==> config.mk <==
export PLATFORM = sky130hd
export DESIGN_NAME = bin_to_bcd_seq
export DESIGN_NICKNAME = d
export VERILOG_FILES = /design/src/rtl/bin_to_bcd_seq.sv
export SDC_FILE = /design/constraint.sdc
export NUM_CORES = 1
export LEC_CHECK = 0
export CORE_ASPECT_RATIO = 1.1
export CORE_MARGIN = 10
export CORE_UTILIZATION = 45
export DETAILED_ROUTE_END_ITERATION = 6
export PLACE_DENSITY = 0.67
export SYNTH_ARGS = -nofsm -noshare
export SYNTH_HDL_FRONTEND = slang
export SYNTH_SLANG_ARGS = --single-unit
==> constraint.sdc <==
create_clock -name clk -period 2.9 [get_ports clk]
set_clock_uncertainty 0.2 [all_clocks]
set_input_delay 0.725 -clock clk [delete_from_list [all_inputs] [get_ports clk]]
set_output_delay 0.725 -clock clk [all_outputs]
set_load 0.01 [all_outputs]
==> src/rtl/bin_to_bcd_seq.sv <==
// ---------------------------------------------------------------------------
// bin_to_bcd_seq
// Iterative double-dabble binary-to-BCD converter, one shift per clock.
// Optional two's-complement input, saturating overflow and a count of
// significant digits. Valid/ready handshake on both input and output.
//
// Ports
//   clk          system clock, rising edge
//   rst_n        asynchronous active-low reset
//   in_valid     bin_in valid
//   in_ready     converter can accept a new input (IDLE)
//   bin_in       binary value (unsigned, or two's complement when SIGNED=1)
//   out_valid    result valid, held until out_ready
//   out_ready    downstream accepts result
//   bcd_out      BCD magnitude, digit 0 in [3:0]; all 9s on overflow
//   neg          result negative (never set for zero)
//   overflow     magnitude exceeded 10^NUM_DIGITS-1
//   digits_used  index of highest nonzero digit + 1, minimum 1
// ---------------------------------------------------------------------------
module bin_to_bcd_seq #(
    parameter int unsigned IN_WIDTH   = 16,
    parameter int unsigned NUM_DIGITS = 5,
    parameter int unsigned SIGNED     = 0
) (
    input  logic                              clk,
    input  logic                              rst_n,
    input  logic                              in_valid,
    output logic                              in_ready,
    input  logic [IN_WIDTH-1:0]               bin_in,
    output logic                              out_valid,
    input  logic                              out_ready,
    output logic [4*NUM_DIGITS-1:0]           bcd_out,
    output logic                              neg,
    output logic                              overflow,
    output logic [$clog2(NUM_DIGITS+1)-1:0]   digits_used
);

    localparam int unsigned ACC_DIGITS = NUM_DIGITS + 1;
    localparam int unsigned ACC_W      = 4 * ACC_DIGITS;
    localparam int unsigned OUT_W      = 4 * NUM_DIGITS;
    localparam int unsigned CNT_W      = $clog2(IN_WIDTH + 1);
    localparam int unsigned DU_W       = $clog2(NUM_DIGITS + 1);

    // Elaboration-time parameter range check
    generate
        if (IN_WIDTH < 2 || IN_WIDTH > 32) begin : g_bad_in_width
            $error("bin_to_bcd_seq: IN_WIDTH must be in 2..32");
        end
        if (NUM_DIGITS < 1 || NUM_DIGITS > 10) begin : g_bad_num_digits
            $error("bin_to_bcd_seq: NUM_DIGITS must be in 1..10");
        end
    endgenerate

    typedef enum logic [1:0] {
        IDLE  = 2'd0,
        SHIFT = 2'd1,
        DONE  = 2'd2
    } state_t;

    state_t                r_state;
    state_t                w_state_nxt;

    logic                  r_in_ready;
    logic                  r_out_valid;
    logic [ACC_W-1:0]      r_bcd;
    logic [IN_WIDTH-1:0]   r_mag;
    logic [CNT_W-1:0]      r_cnt;
    logic                  r_sign;
    logic                  r_mag_nz;
    logic                  r_lost;
    logic [OUT_W-1:0]      r_bcd_out;
    logic                  r_neg;
    logic                  r_overflow;
    logic [DU_W-1:0]       r_digits_used;

    logic                  w_accept;
    logic                  w_last;
    logic                  w_sign_in;
    logic [IN_WIDTH-1:0]   w_mag_in;
    logic [ACC_W-1:0]      w_adj;
    logic [ACC_W-1:0]      w_bcd_nxt;
    logic                  w_ovf;
    logic [OUT_W-1:0]      w_sat;
    logic [DU_W-1:0]       w_du;

    assign in_ready    = r_in_ready;
    assign out_valid   = r_out_valid;
    assign bcd_out     = r_bcd_out;
    assign neg         = r_neg;
    assign overflow    = r_overflow;
    assign digits_used = r_digits_used;

    assign w_accept = (r_state == IDLE) && in_valid;
    assign w_last   = (r_state == SHIFT) && (r_cnt == CNT_W'(1));

    // Input magnitude; the most negative value negates to itself, which is
    // exactly its unsigned magnitude.
    assign w_sign_in = (SIGNED != 0) && bin_in[IN_WIDTH-1];
    assign w_mag_in  = w_sign_in ? ((~bin_in) + IN_WIDTH'(1)) : bin_in;

    // Add-3 correction of every digit ahead of the shift
    always_comb begin
        w_adj = r_bcd;
        for (int i = 0; i < int'(ACC_DIGITS); i++) begin
            if (r_bcd[4*i +: 4] > 4'd4) begin
                w_adj[4*i +: 4] = r_bcd[4*i +: 4] + 4'd3;
            end
        end
    end

    assign w_bcd_nxt = {w_adj[ACC_W-2:0], r_mag[IN_WIDTH-1]};

    // Overflow also tracks bits pushed out of the accumulator top, so very
    // wide inputs into few digits cannot wrap back into range.
    assign w_ovf = r_lost | w_adj[ACC_W-1] | (|w_bcd_nxt[ACC_W-1:OUT_W]);
    assign w_sat = w_ovf ? {NUM_DIGITS{4'h9}} : w_bcd_nxt[OUT_W-1:0];

    // Significant digit count of the value about to be registered
    always_comb begin
        w_du = DU_W'(1);
        for (int i = 0; i < int'(NUM_DIGITS); i++) begin
            if (w_sat[4*i +: 4] != 4'd0) begin
                w_du = DU_W'(i + 1);
            end
        end
    end

    // Next-state logic
    always_comb begin
        w_state_nxt = r_state;
        case (r_state)
            IDLE:    if (in_valid)  w_state_nxt = SHIFT;
            SHIFT:   if (w_last)    w_state_nxt = DONE;
            DONE:    if (out_ready) w_state_nxt = IDLE;
            default:                w_state_nxt = IDLE;
        endcase
    end

    // State register with registered handshake outputs
    always_ff @(posedge clk or negedge rst_n) begin
        if (!rst_n) begin
            r_state     <= IDLE;
            r_in_ready  <= 1'b1;
            r_out_valid <= 1'b0;
        end else begin
            r_state     <= w_state_nxt;
            r_in_ready  <= (w_state_nxt == IDLE);
            r_out_valid <= (w_state_nxt == DONE);
        end
    end

    // Shift datapath and result registers
    always_ff @(posedge clk or negedge rst_n) begin
        if (!rst_n) begin
            r_bcd         <= '0;
            r_mag         <= '0;
            r_cnt         <= '0;
            r_sign        <= 1'b0;
            r_mag_nz      <= 1'b0;
            r_lost        <= 1'b0;
            r_bcd_out     <= '0;
            r_neg         <= 1'b0;
            r_overflow    <= 1'b0;
            r_digits_used <= DU_W'(1);
        end else if (w_accept) begin
            r_bcd    <= '0;
            r_mag    <= w_mag_in;
            r_cnt    <= CNT_W'(IN_WIDTH);
            r_sign   <= w_sign_in;
            r_mag_nz <= |bin_in;
            r_lost   <= 1'b0;
        end else if (r_state == SHIFT) begin
            r_bcd  <= w_bcd_nxt;
            r_mag  <= {r_mag[IN_WIDTH-2:0], 1'b0};
            r_cnt  <= r_cnt - CNT_W'(1);
            r_lost <= r_lost | w_adj[ACC_W-1];
            if (w_last) begin
                r_bcd_out     <= w_sat;
                r_overflow    <= w_ovf;
                r_neg         <= r_sign & r_mag_nz;
                r_digits_used <= w_du;
            end
        end
    end

endmodule
==> run metrics, run 1 <==
antenna violations before repair=0; Cell Area, Synth=between 0.003 and 0.004 mm^2; CTS Buf Count=9; Starting Density=0.463; Syn Area/Cell=9.11 um^2; GP Congestion=0.777; H-Tree Depth=3; share of cells above drive strength 1=0.0907; Max Clk Rate=roughly 420 MHz; Leak=around 2.0 nW; crit path kind=reg -> reg; Worst Setup End Kind=flip-flop; final setup violation count=0; EDFF count, synth=0; Final #Nets=between 400 and 500; final worst slack=0.516 ns; Tot Pwr=around 0.0050 W; max cap viols=0; final period demand of the worst path=approximately 2.4 ns; clk buf depth=2; pre-CTS setup slack=0.484 ns; Die Height=between 100 and 150 um; cells on worst reg2reg path=7; first-pass GRT wire length=~14 mm; Post-CTS Hold Fix Bufs=0; wire length per cell=between 10 and 15 um; Top FF cell, synth=dfrtp_1; # port buffers=45; via/cell ratio=~5.4; main area contributors after synthesis=dfrtp_1, nand2_1, o21ai_0; worst path arrival time=2.48 ns; worst rel slew slack=0.621; Core Rows=34; post-CTS setup buffer count=0; FILL cells=roughly 730; power per cell area=~1100 mW/mm^2; Synth cell types=46; GRT Residual Overflow=0; start of the worst register-to-register path=r_cnt[1]; post-CTS sizing=0; period utilisation layout=0.822; largest net degree at the start of global routing=47; Layout area overhead=21.9%; area leader, netlist=dfrtp_1; critical path data required time=2.99 ns; Root Driver=clkbuf_8; vias after detailed routing=3001; IO Count=47; yosys warns=0; DP HPWL=approximately 5.8 mm; Synth Register Bits=74; commonest non-fill, non-tap cell in the layout=nand2_1; setup total negative slack=0 ns; maximum vdd drop=between 0.5 and 0.6 mV; Synth top area share=0.492; crit path max fanout=9; Pre-Repair DR Iteration Count=4; Mapped Cells=around 400; Tightest Pin Transition=between 0.5 and 0.6 ns; unrepaired setup endpoints after global routing=false; Detailed Route WL=around 8.3 mm; worst skew pair latency=between 0.3 and 0.4 ns; status=finished, final reports clean; gr usage total=0.144; Final Hold Slack=0.139 ns; RR Endpoint=digits_used[1]; most frequent cells in the layout=nand2_1, dfrtp_1, o21ai_0; die area=0.0122 mm^2; antenna viol nets, final=0; number of clock sinks=74; Clock Pin Slew Worst Setup and Hold Paths=about 0.080 ns; post-synthesis sequential area ratio=0.506; final hold violation count=0; initial DRC count=around 140; core area=0.00791 mm^2; Final Util=0.564; ant diodes=0; residual DRC count=0; CP startpoint kind=flip-flop; ys async rst share=1.00; Final Max Tran Viols=0; flop2flop setup slack=about 0.52 ns; Syn Nets=~430; Worst Hold Class=in -> async; Die Wd=about 110 um; number of global-route vias before repair=about 2.9k; CTS tree=yes
report_power, final:
part | internal (W) | switching [W]
sequential | 0.00149 | 0.000360
combinational | 0.00103 | 0.00124
clock | 0.000488 | 0.000400
total | 0.00301 | 0.00200
worst max-delay path by stage:
stage | to | slack (ns) | start | cells past startpoint
after global routing | digits_used[1] | 0.29 | r_cnt[1] | 7
after floorplan | r_bcd[19] | 0.71 | in_valid | 7
after CTS | digits_used[1] | 0.51 | r_cnt[1] | 7
after detailed placement | r_bcd[3] | 0.48 | in_valid | 7
final | digits_used[1] | 0.52 | r_cnt[1] | 7
after global placement | r_bcd[3] | 0.54 | in_valid | 7
state kept, by name (all words and copies together) (netlist names):
| name | cells |
|---|---|
| r_bcd | 24 |
| r_state | 2 |
| r_mag | 16 |
| overflow | 1 |
| bcd_out | 20 |
| r_lost | 1 |
| digits_used | 3 |
| in_ready | 1 |
| out_valid | 1 |
| r_cnt | 5 |
per-stage QoR:
step,cell area [um^2],std cells
2_1_floorplan,3660,402
3_3_place_gp,4250,544
3_5_place_dp,4250,544
4_1_cts,4470,560
5_1_grt,4470,560
6_report,4470,560
cell usage after synthesis (all sizes together) (3+ instances only):
cell	instances
nand2	77
dfrtp	72
o21ai	62
clkbuf	21
nand3	19
inv	18
nor2	16
a22oi	15
o31ai	12
nor3	10
ha	9
nor2b	7
xnor2	7
a21oi	6
buf	5
mux2	5
mux2i	5
nand2b	3
nor4	3
o22a	3
or3	3
critical path, cell delays in order (launching register included):
cell	delay [ns]
dfrtp_1	0.39
inv_1	0.08
ha_1	0.14
nor4b_1	0.47
and2_1	0.44
nand3_1	0.15
nor3_1	0.28
a22o_1	0.17
area by class of cell:
cell class                      instances  area [um^2]  share of cell area
Sequential cell                        74         1850               0.415
Multi-Input combinational cell        284         1630               0.365
Timing Repair Buffer                   60          561               0.126
Tap cell                              108          135              0.0303
Clock buffer                           10          128              0.0286
Clock inverter                          6         90.1              0.0202
Inverter                               18         67.6              0.0151
metal layers:
metal  GRT usage  share of wire  vias to the layer above
met5           0              0                        -
met4      0.0506          0.016                        0
met3      0.0372          0.045                       11
met2       0.230           0.48                       52
met1       0.185           0.45                     1448
li1            -              -                     1490
cell families (layout without fill, tap and decap cells):
kind of cell,after synthesis,after routing,synth area share
muxes,10,10,0.0290
other,1,1,0.00102
AOI/OAI and AO/OA,107,107,0.178
adders and majority gates,9,9,0.0307
buffers and inverters,44,94,0.0488
xor gates and xnor gates,7,7,0.0167
and+or+nand+nor,150,150,0.190
DFF,74,74,0.506
Note: power is estimated with default switching activity, not from simulation.
==> run 2, diff against run 1 <==
--- a/config.mk
+++ b/config.mk
@@ -9,7 +9,7 @@
 export CORE_MARGIN = 10
 export CORE_UTILIZATION = 45
 export DETAILED_ROUTE_END_ITERATION = 6
-export PLACE_DENSITY = 0.67
+export PLACE_DENSITY = 0.7
 export SYNTH_ARGS = -nofsm -noshare
 export SYNTH_HDL_FRONTEND = slang
 export SYNTH_SLANG_ARGS = --single-unit
==> constraint.sdc (replaced) <==
create_clock -name clk -period 2.08 [get_ports clk]
set_clock_uncertainty 0.2 [all_clocks]
set_input_delay 0.52 -clock clk [delete_from_list [all_inputs] [get_ports clk]]
set_output_delay 0.52 -clock clk [all_outputs]
set_load 0.01 [all_outputs]
==> run 2 against run 1 <==
Against the previous run:
- the run now ends with hold timing, setup timing left
- count of clock-buffer cells in the layout up 2
- global-route usage up 0.24 points
- first-iteration DRC count up 12%
- non-clock buffer count up 36
- critical path type unchanged
- largest cell class unchanged
- largest power group unchanged
- highest routed layer unchanged
==> run metrics, run 2 (same netlist as run 1, synthesis figures left out) <==
max cap viols=0 (unchanged); commonest non-fill, non-tap cell in the layout=nand2_1; period utilisation layout=1.02 (+0.201); maximum vdd drop=0.853 mV (+49%); Buf/Inv on CP=1 (unchanged); Final Max Tran Viols=0 (unchanged); ant diodes=0 (unchanged); Final Hold Slack=-0.00544 ns (-0.145 ns); CTS Buf Count=9 (unchanged); Tot Pwr=0.00758 W (+51%); final worst slack=-0.0471 ns (-0.563 ns); clk buf depth=2 (unchanged); largest net degree at the start of global routing=75 (+60%); IO Count=47 (unchanged); Die Height=115 um (unchanged); Crit path depth=7 (unchanged); Comb pwr share=0.515 (+0.061); status=finished with violations; Worst Setup End Kind=flip-flop; Root Driver=clkbuf_8; power per cell area=1570 mW/mm^2 (+40%); setup total negative slack=-0.0524 ns (-0.0524 ns); Net Sw Frac=0.390 (-0.00917); H-Tree Depth=3 (unchanged); Post-CTS Hold Fix Bufs=0 (unchanged); failing checks=hold timing, setup timing; CP startpoint kind=flip-flop; internal power=0.00462 W (+54%); number of global-route vias before repair=3220 (+9.3%); Worst Hold Class=in -> async; antenna viol nets, final=0 (unchanged); Core Rows=34 (unchanged); Layout area overhead=32.1%; slowest library cell on the worst path=or4_1; via/cell ratio=5.30 (-1.2%); cells on worst reg2reg path=7 (unchanged); Top reg by flops=r_bcd; Flop pwr share=0.334 (-0.035); Largest register FFs=24 (unchanged); worst skew pair latency=0.35 ns (about the same); number of clock sinks=74 (unchanged); Die Wd=106 um (unchanged); initial DRC count=155 (+12%); Final Non-Filler Cells=596 (+6.4%); DP HPWL=6.17 mm (+5.5%); core area=0.00791 mm^2 (unchanged); Starting Density=0.463 (unchanged); worst path arrival time=2.17 ns (-0.31 ns); final setup violation count=2 (+2); Detailed Route WL=8.79 mm (+5.7%); cell total after placement=573 (+5.3%); most frequent cells in the layout=nand2_1, dfrtp_1, o21ai_0; critical path, cell by cell=inv_2 -> ha_4 -> nand4b_1 -> a21oi_2 -> nand4_2 -> or4_1 -> a22o_1; final hold violation count=4 (+4); share of cells above drive strength 1=0.189 (+0.0978); # port buffers=45 (unchanged); antenna violations before repair=0 (unchanged); residual DRC count=0 (unchanged); gr usage total=0.146 (+0.00240); Final #Nets=512 (+7.6%); die area=0.0122 mm^2 (unchanged); FILL cells=694 (-5.2%); crit path kind=reg -> reg; GP Congestion=0.792 (+1.9%); Largest delay share family, worst path=simple AND/OR/NAND/NOR gates; clock share of power=0.151 (-0.026); wire length per cell=14.8 um (-0.65%); Clock Pin Slew Worst Setup and Hold Paths=0.08 ns (about the same); critical path data required time=2.12 ns (-0.87 ns); GRT Residual Overflow=0 (unchanged); unrepaired setup endpoints after global routing=true; Largest stage delay, worst path=0.52 ns (+0.05 ns); CTS tree=yes; Pre-Repair DR Iteration Count=4 (unchanged); Max Clk Rate=470 MHz (+12%); final period demand of the worst path=2.13 ns (-0.257 ns); first-pass GRT wire length=14.9 mm (+3.2%); vias after detailed routing=3156 (+5.2%); P_sw=0.00296 W (+48%); crit path max fanout=4 (-5); Leak=2.16 nW (+9.8%)
-- run 2: cell count changes in the layout (fill, tap and decap cells not counted), moves of 3 or more --
cell / before / now
inv_2: 0 / 3
buf_12: 0 / 4
buf_4: 16 / 46
ha_2: 0 / 3
inv_1: 18 / 15
ha_1: 9 / 5
-- run 2: worst register-to-register path: stages (launching register included) --
cell	delay [ns]
dfrtp_1	0.39
inv_2	0.08
ha_4	0.16
nand4b_1	0.18
a21oi_2	0.18
nand4_2	0.13
or4_1	0.52
a22o_1	0.18
-- run 2: repair_timing --
| item | CTS | global route |
|---|---|---|
| gates resized for setup | 9 | 8 |
| buffers inserted | 2 | 5 |
| setup endpoints to repair | 5 | 4 |
| pin swaps | 2 | 3 |
| cloned | 0 | 0 |
-- run 2: worst paths after layout --
check	slack, ns	endpoint	start
min in group clk	0.26	bcd_out[11]	bcd_out[11]
hold / removal	-0.005	r_bcd[5]	rst_n
setup reg to reg	-0.05	digits_used[1]	r_bcd[20]
max in group asynchronous	1.34	in_ready	rst_n
setup / recovery	-0.05	digits_used[1]	r_bcd[20]
hold reg to reg	0.26	bcd_out[11]	bcd_out[11]
-- run 2: through the flow --
step	setup WS, ns	util	cell area (um^2)
floorplan	-0.0233	-	3680
global placement	-0.0937	0.573	4530
detailed placement	-0.143	0.573	4530
CTS	-0.0603	0.604	4780
global route	-0.149	0.612	4840
finish	-0.0471	0.612	4840
-- run 2: final cells by class --
type	count	area [um^2]	area share
Clock inverter	4	50.0	0.0103
Tap cell	108	135	0.0279
Sequential cell	74	1850	0.383
Clock buffer	12	155	0.0321
Inverter	18	67.6	0.0140
Multi-Input combinational cell	284	1700	0.351
Timing Repair Buffer	96	880	0.182
-- run 2: per-layer routing --
| layer | routed length [um] | global-route usage |
|---|---|---|
| met1 | 3970 | 0.177 |
| met2 | 4160 | 0.243 |
| met3 | 517 | 0.0366 |
| met4 | 149 | 0.0605 |
| met5 | 0 | 0 |
-- run 2: power groups by stage --
stage	Sequential, W	Combinational [W]	Clock [W]
2_1_floorplan	0.00255	0.00217	0
3_3_place_gp	0.00252	0.00362	0
3_5_place_dp	0.00254	0.00377	0
4_1_cts	0.00252	0.00382	0.00117
5_1_grt	0.00263	0.00436	0.00123
6_report	0.00253	0.00390	0.00114
==> run 3, diff against run 2 <==
--- a/config.mk
+++ b/config.mk
@@ -6,7 +6,7 @@
 export NUM_CORES = 1
 export LEC_CHECK = 0
 export CORE_ASPECT_RATIO = 1.1
-export CORE_MARGIN = 10
+export CORE_MARGIN = 3
 export CORE_UTILIZATION = 45
 export DETAILED_ROUTE_END_ITERATION = 6
 export PLACE_DENSITY = 0.7
==> run 3 against run 2 <==
Against the previous run:
- the flow finishes with violations (setup timing)
- register-to-register slack worse by 0.02 ns
- worst setup slack worse by 0.018 ns
- first-iteration DRC count is 11% higher
- sequential share of layout area is 0.31 points lower
- critical path depth is 1 higher
- critical endpoint is now digits_used[0]
- largest power group unchanged
==> run metrics, run 3 (same netlist as run 1, synthesis figures left out) <==
# port buffers=45 (unchanged); post-CTS setup buffer count=0 (-2); CP startpoint kind=flip-flop; critical path data required time=2.16 ns (+0.04 ns); commonest non-fill, non-tap cell in the layout=nand2_1; Layout area overhead=33.2%; setup total negative slack=-0.123 ns (-0.0711 ns); maximum vdd drop=0.703 mV (-18%); Final Max Tran Viols=0 (unchanged); final period demand of the worst path=2.14 ns (+0.0176 ns); gr usage total=0.204 (+0.0577); failing checks=setup timing; vias after detailed routing=3196 (+1.3%); most frequent cells in the layout=nand2_1, dfrtp_1, o21ai_0; Die Height=101 um (-12%); Starting Density=0.477 (+0.0140); number of clock sinks=74 (unchanged); cell total after placement=577 (+0.70%); largest net degree at the start of global routing=75 (unchanged); H-Tree Depth=3 (unchanged); Clock Pin Slew Worst Setup and Hold Paths=0.08 ns (about the same); Pre-Repair DR Iteration Count=4 (unchanged); die area=0.00926 mm^2 (-24%); CTS Buf Count=9 (unchanged); IO Count=47 (unchanged); antenna viol nets, final=0 (unchanged); Worst Setup End Kind=flip-flop; via/cell ratio=5.39 (+1.8%); clk buf depth=2 (unchanged); Final Non-Filler Cells=593 (-0.50%); GP Congestion=0.809 (+2.2%); CTS tree=yes; wire length per cell=14.9 um (+1.1%); final worst slack=-0.0647 ns (-0.0176 ns); Max Clk Rate=466 MHz (-0.82%); max cap viols=0 (unchanged); residual DRC count=0 (unchanged); power per cell area=1610 mW/mm^2 (+2.8%); Largest register FFs=24 (unchanged); Die Wd=92.0 um (-13%); ant diodes=0 (unchanged); crit path kind=reg -> reg; first-pass GRT wire length=15.0 mm (+1.1%); Final Hold Slack=0.268 ns (+0.273 ns); worst path arrival time=2.22 ns (+0.05 ns); antenna violations before repair=0 (unchanged); FILL cells=654 (-5.8%); Final #Nets=513 (+0.20%); DP HPWL=6.02 mm (-2.4%); Top reg by flops=r_bcd; initial DRC count=172 (+11%); Worst Hold Class=reg -> reg; unrepaired setup endpoints after global routing=true; worst skew pair latency=0.35 ns (about the same); period utilisation layout=1.03 (+0.00847); GRT Residual Overflow=0 (unchanged); share of cells above drive strength 1=0.186 (-0.00205); final setup violation count=2 (unchanged); crit path max fanout=22 (+18); Tot Pwr=0.00786 W (+3.7%); Detailed Route WL=8.84 mm (+0.57%); Leak=2.18 nW (+1.0%); final hold violation count=0 (-4); Root Driver=clkbuf_8; Core Rows=33 (-2.9%); core area=0.00768 mm^2 (-2.9%); pre-CTS setup slack=-0.105 ns (+0.0379 ns); flop2flop setup slack=-0.06 ns (-0.02 ns); status=finished with violations; number of global-route vias before repair=3226 (+0.19%)
run 3: per-layer routing:
layer  GRT usage  share of wire
met1       0.259           0.45
met2       0.346           0.49
met3      0.0403          0.041
met4      0.0777          0.017
met5           0              0
run 3: area by class of cell:
class,count,area (um^2),area share
sequential,74,1850,0.380
multi-input combinational,284,1710,0.349
timing repair buffer,97,881,0.181
clock buffer,10,138,0.0282
tap,105,131,0.0269
clock inverter,5,103,0.0210
inverter,18,67.6,0.0138
run 3: final timing paths:
kind                            start             end  cells after the start
min                        bcd_out[4]      bcd_out[4]                      2
max reg2reg                 r_bcd[21]  digits_used[0]                      8
min reg2reg                bcd_out[4]      bcd_out[4]                      2
max in group asynchronous       rst_n        in_ready                      3
min in group asynchronous       rst_n      bcd_out[9]                      3
max                         r_bcd[21]  digits_used[0]                      8
run 3: through the flow:
stage,instance area (um^2),utilization
2_1_floorplan,3680,-
3_3_place_gp,4570,0.595
3_5_place_dp,4570,0.595
4_1_cts,4820,0.628
5_1_grt,4880,0.635
6_report,4880,0.635
run 3: power by group:
| part | internal [W] | switching [W] | leakage (nW) |
|---|---|---|---|
| sequential | 0.00207 | 0.000449 | 0.929 |
| clock | 0.000821 | 0.000534 | 0.118 |
| combinational | 0.00196 | 0.00202 | 1.13 |
run 3: timing repair:
action                                  CTS  global route
hold buffers                              0             1
pin swaps                                 0             1
hold endpoints to repair                  0             1
gates resized for setup                   5            13
endpoints found under the setup margin    5            18
run 3: critical path, stage by stage (launching register included):
cell,delay [ns]
dfrtp_1,0.38
inv_1,0.13
ha_2,0.24
nor2b_4,0.06
or3_4,0.34
nand4_2,0.12
buf_6,0.22
nor3_1,0.09
o32a_1,0.29
